File: src/rtl/hslp_pkg.sv
// Shared types and constants for the sequential nibble multiplier.
// Phase shifts place each 4x4 partial product at its nibble weight.
package hslp_pkg;

  typedef enum logic [2:0] {
    ST_IDLE = 3'd0,
    ST_HH   = 3'd1,
    ST_HL   = 3'd2,
    ST_LH   = 3'd3,
    ST_LL   = 3'd4,
    ST_DONE = 3'd5
  } state_t;

  localparam int SH_HH = 8;
  localparam int SH_HL = 4;
  localparam int SH_LH = 4;
  localparam int SH_LL = 0;

  localparam int ACC_W = 17;

  localparam logic [1:0] PP_EXACT = 2'd0;
  localparam logic [1:0] PP_AP1   = 2'd1;
  localparam logic [1:0] PP_AP3   = 2'd2;

endpackage

File: src/rtl/hslp_pp_slot.sv
// Single shared 4x4 partial-product slot: exact, ap1 or ap3 result picked by mode.
// ap1/ap3 replace the low 2/3 product bits by their OR, so they never undershoot.
module hslp_ap1 (
  input  logic [7:0] i_p,
  output logic [7:0] o_p
);
  assign o_p = {i_p[7:2], {2{|i_p[1:0]}}};
endmodule

module hslp_ap3 (
  input  logic [7:0] i_p,
  output logic [7:0] o_p
);
  assign o_p = {i_p[7:3], {3{|i_p[2:0]}}};
endmodule

module hslp_pp_slot
  import hslp_pkg::*;
(
  input  logic [3:0] i_x,
  input  logic [3:0] i_y,
  input  logic [1:0] i_mode,
  output logic [7:0] o_pp
);

  logic [7:0] w_exact;
  logic [7:0] w_ap1;
  logic [7:0] w_ap3;

  assign w_exact = {4'b0, i_x} * {4'b0, i_y};

  hslp_ap1 u_ap1 (.i_p(w_exact), .o_p(w_ap1));
  hslp_ap3 u_ap3 (.i_p(w_exact), .o_p(w_ap3));

  always_comb begin
    o_pp = w_exact;
    case (i_mode)
      PP_AP1:  o_pp = w_ap1;
      PP_AP3:  o_pp = w_ap3;
      default: o_pp = w_exact;
    endcase
  end

endmodule

File: src/rtl/hslp_seq_mul.sv
// 8x8 unsigned multiplier built from four 4x4 partial products, one per cycle,
// accumulated at 17 bits so approximate sums above 16 bits show up on ovf.
//
// state | meaning
// IDLE  | waiting for an operand pair (ready only once out of reset)
// HH    | add ah*bh << 8
// HL    | add ah*bl << 4
// LH    | add al*bh << 4
// LL    | add al*bl
// DONE  | result presented until out_ready
module hslp_seq_mul
  import hslp_pkg::*;
#(
  parameter int EARLY_ZERO = 1,
  parameter int LL_APPROX  = 1
) (
  input  logic        clk,
  input  logic        rst_n,
  input  logic        in_valid,
  output logic        in_ready,
  input  logic [7:0]  a,
  input  logic [7:0]  b,
  input  logic        approx_en,
  output logic        out_valid,
  input  logic        out_ready,
  output logic [15:0] prod,
  output logic        ovf
);

  state_t             r_state;
  logic               r_run;
  logic [7:0]         r_a;
  logic [7:0]         r_b;
  logic               r_approx;
  logic [ACC_W-1:0]   r_acc;

  logic [3:0]         w_x;
  logic [3:0]         w_y;
  logic [1:0]         w_mode;
  logic [7:0]         w_pp;
  logic [ACC_W-1:0]   w_addend;
  logic               w_zero;

  always_comb begin
    w_x      = r_a[3:0];
    w_y      = r_b[3:0];
    w_addend = '0;
    case (r_state)
      ST_HH: begin w_x = r_a[7:4]; w_y = r_b[7:4]; w_addend = ACC_W'(w_pp) << SH_HH; end
      ST_HL: begin w_x = r_a[7:4]; w_y = r_b[3:0]; w_addend = ACC_W'(w_pp) << SH_HL; end
      ST_LH: begin w_x = r_a[3:0]; w_y = r_b[7:4]; w_addend = ACC_W'(w_pp) << SH_LH; end
      ST_LL: begin w_x = r_a[3:0]; w_y = r_b[3:0]; w_addend = ACC_W'(w_pp) << SH_LL; end
      default: ;
    endcase
  end

  always_comb begin
    w_mode = PP_EXACT;
    if (r_approx)
      w_mode = (r_state == ST_LL && LL_APPROX != 0) ? PP_AP3 : PP_AP1;
  end

  hslp_pp_slot u_slot (.i_x(w_x), .i_y(w_y), .i_mode(w_mode), .o_pp(w_pp));

  assign w_zero = (EARLY_ZERO != 0) && ((a == 8'd0) || (b == 8'd0));

  // r_run keeps in_ready low while held in reset and until the first edge after release
  always_ff @(posedge clk or negedge rst_n) begin
    if (!rst_n) begin
      r_state  <= ST_IDLE;
      r_run    <= 1'b0;
      r_a      <= '0;
      r_b      <= '0;
      r_approx <= 1'b0;
      r_acc    <= '0;
    end else begin
      r_run <= 1'b1;
      case (r_state)
        ST_IDLE: if (r_run && in_valid) begin
          r_a      <= a;
          r_b      <= b;
          r_approx <= approx_en;
          r_acc    <= '0;
          r_state  <= w_zero ? ST_DONE : ST_HH;
        end
        ST_HH: begin r_acc <= r_acc + w_addend; r_state <= ST_HL;   end
        ST_HL: begin r_acc <= r_acc + w_addend; r_state <= ST_LH;   end
        ST_LH: begin r_acc <= r_acc + w_addend; r_state <= ST_LL;   end
        ST_LL: begin r_acc <= r_acc + w_addend; r_state <= ST_DONE; end
        ST_DONE: if (out_ready) r_state <= ST_IDLE;
        default: r_state <= ST_IDLE;
      endcase
    end
  end

  assign in_ready  = r_run && (r_state == ST_IDLE);
  assign out_valid = (r_state == ST_DONE);
  assign prod      = r_acc[15:0];
  assign ovf       = r_acc[16];

endmodule

File: config.mk
export PLATFORM = sky130hd
export DESIGN_NAME = hslp_seq_mul
export DESIGN_NICKNAME = d
export VERILOG_FILES = /design/src/rtl/hslp_pkg.sv /design/src/rtl/hslp_pp_slot.sv /design/src/rtl/hslp_seq_mul.sv
export SDC_FILE = /design/constraint.sdc
export NUM_CORES = 1
export LEC_CHECK = 0
export BUFFER_PORTS_ARGS = -buffer_cell sky130_fd_sc_hd__buf_4
export CAP_MARGIN = 20
export CORE_ASPECT_RATIO = 1.25
export CORE_MARGIN = 3
export CORE_UTILIZATION = 50
export CTS_CLUSTER_DIAMETER = 80
export DETAILED_ROUTE_END_ITERATION = 6
export GPL_ROUTABILITY_DRIVEN = 0
export PLACE_DENSITY_LB_ADDON = 0.12
export SETUP_SLACK_MARGIN = 0.15
export SYNTH_ARGS = -nofsm -noshare
export SYNTH_HDL_FRONTEND = slang
export SYNTH_SLANG_ARGS = --single-unit
File: constraint.sdc
create_clock -name clk -period 6.1 [get_ports clk]
set_input_delay 0.915 -clock clk [delete_from_list [all_inputs] [get_ports clk]]
set_output_delay 0.915 -clock clk [all_outputs]
set_load 0.005 [all_outputs]
==> impl_metrics.ini <==
[worst_setup_path]
cp.buffers_inverters = 3
cp-start-kind = register
reg2reg_from = r_state[0]
path_delay_family = adder cells
cp.required_ns = 6.28
path_max_fanout = 8
crit_arrival_ns = 5.81
rr_worst_depth = 20
rr_endpoint = r_acc[13]
path_cells = xnor2_2 > o21ai_0 > and2_1 > or2_2 > fa_1 > inv_1 > fa_1 > inv_1 > fa_1 > inv_1 > a21o_1 > a21oi_1 > xnor2_2 > a32o_1 > ha_1 > a21o_1 > a311oi_2 > a21oi_1 > or4_1 > a32o_1
cpPeakStageDelay_ns = 0.55
end_kind = register
crit_slowest_cell = fa_1
ff2ff_setup_slack_ns = 0.47
critPathKind = reg -> reg

[clock_tree]
clk_pin_slew_ns = 0.08
hold_buffers = 0
cts_tree = yes
cts_root_buf = clkbuf_8
clock-sinks = 38
htree_levels = 2
clk_latency_ns = 0.29
numCtsBuffers = 5
clk_path_buf_depth = 2

[final_layout]
nFillCells = 489
drive_above_1_share = 0.240
instances_no_fill = 422
multi_input_area_sq_um = 1940
ff_latch_area_sq_um = 953
fin_nets = 411
syn_to_final_growth_pct = 18.5
utilization = 0.626
diodes = 0

[placed_design]
dp.cells = 414
dp_hpwl_mm = 5.28
numPortBuffers = 39

[synth]
synth_top_area_share = 0.322
synth-main-ff-cell = dfrtp_1
synth_top_area_cell = dfrtp_1
ys_seq_area_frac = 0.322
yosysWarnings = 0
avgSynthCellArea_sq_um = 9.39
syn_inst = 315
ys_ff_latch = 38
syn-num-nets = 369
synth-edff-count = 0
syn_area_sq_um = 2960
synth_commonest_cells = dfrtp_1, ha_1, nor2_1
synthArstFlopShare = 1.00
netlist_top_cells_area = dfrtp_1, ha_1, mux2_2, a21oi_1, nor2_1
synth_most_common_cell = dfrtp_1
synth_cell_types = 53

[sta]
period_share = 0.923
fmax_mhz = 178
maxSlewViolCount = 0
setup_tns_ns = 0
rsz0062_at_grt = no
setup_viol = 0
fin_crit_ns = 5.63
max-slew-margin-rel = 0.326
fin_skew_ns = 0.00374
worst_pin_slew_ns = 1.00
final-hold-violation-count = 0

[grt]
gr-total-overflow = 0
grt_pass1_vias = 2524
antenna_found_initial = 0
grt_start_max_net_pins = 39
grt_usage = 0.206
grt_pass1_wl_mm = 11.1

[die]
core_sq_um = 5590
fp.dieArea_sq_um = 6880
initial_core_util = 0.529
io_pins = 40
dieWidth_um = 74.8
rows = 30
fp.dieH_um = 92.0

[detailed_routing]
routed_wl_mm = 6.52
dr_total_vias = 2491
drt_pass1_iterations = 6
dr.first_iter.drc_count = 94
via_per_inst = 5.90
ant_nets = 0
remaining_drc_errors = 0
wl_per_cell_um = 15.5

[worst_hold_path]
min_path_type = reg -> reg
hold_depth = 1
min-delay-start = r_acc[16]
hold_end = r_acc[16]

[run]
cap_violations = 0

[outcome]
outcome = finished clean
-- flip-flops by register name (all words and copies together) (netlist names) --
register,cells
r_a,8
r_acc,17
r_approx,1
r_b,8
r_run,1
r_state,3
-- how the worst max path moves through the flow --
stage | from | end | cells past startpoint | slack (ns)
3_5_place_dp | r_state[0] | r_acc[13] | 20 | 0.34
2_1_floorplan | r_state[0] | r_acc[13] | 21 | 0.76
3_3_place_gp | r_state[0] | r_acc[13] | 20 | 0.41
5_1_grt | r_state[0] | r_acc[13] | 20 | 0.17
4_1_cts | r_state[0] | r_acc[13] | 20 | 0.32
6_report | r_state[0] | r_acc[13] | 20 | 0.47
-- metal layers --
layer  vias to the layer above  track usage  share of wire
li1                       1239            -              -
met1                      1185        0.228           0.42
met2                        52        0.372           0.53
met3                        15       0.0373          0.029
met4                         0       0.0875          0.025
met5                         -            0              0
-- cell usage in the layout, fill, tap and decap left out, types with 9 or more instances in the layout --
master and instances:
buf_4 43, dfrtp_1 36, ha_1 27, nor2_1 26, nand2_1 23, a21oi_1 23, o21ai_0 20, mux2_2 18
inv_1 16, a21o_1 9
-- worst register-to-register path, cell delays in order (launching register included) --
cell and delay, ns:
dfrtp_2 0.48, xnor2_2 0.20, o21ai_0 0.15, and2_1 0.22, or2_2 0.30, fa_1 0.53
inv_1 0.05, fa_1 0.55, inv_1 0.06, fa_1 0.45, inv_1 0.07, a21o_1 0.10
a21oi_1 0.09, xnor2_2 0.16, a32o_1 0.29, ha_1 0.35, a21o_1 0.24, a311oi_2 0.35
a21oi_1 0.14, or4_1 0.48, a32o_1 0.25
-- kinds of logic after synthesis --
kind of cell | after synthesis | share of synthesized area
muxes | 26 | 0.0956
adders and majority gates | 33 | 0.152
xor gates and xnor gates | 14 | 0.0415
DFF | 38 | 0.322
other | 1 | 0.00127
and+or+nand+nor | 91 | 0.159
buffers and inverters | 24 | 0.0339
AOI/OAI and AO/OA | 88 | 0.195
-- through the flow --
stage          hold slack (ns)  setup slack, ns  cell area [sq um]
6_report                 0.478            0.472               3500
5_1_grt                  0.494            0.167               3500
4_1_cts                  0.487            0.317               3460
3_5_place_dp             0.477            0.341               3320
3_3_place_gp             0.471            0.405               3310
2_1_floorplan            0.473            0.758               2960
-- layout make-up --
class                           count  area share
Sequential cell                    38       0.272
Clock inverter                      2      0.0171
Multi-Input combinational cell    253       0.555
Clock buffer                        6      0.0236
Timing Repair Buffer               43      0.0922
Tap cell                           64      0.0229
Inverter                           16      0.0171
-- what timing repair did --
| action | in CTS | in global routing |
|---|---|---|
| gates resized for setup | 0 | 9 |
| buffers inserted | 0 | 0 |
| endpoints found under the hold margin | 0 | 0 |
| endpoints found under the setup margin | 0 | 5 |
Power is left out: the tool's default activity adds up to more than one toggle a clock period on the data nets, which glitch-free logic cannot reach.
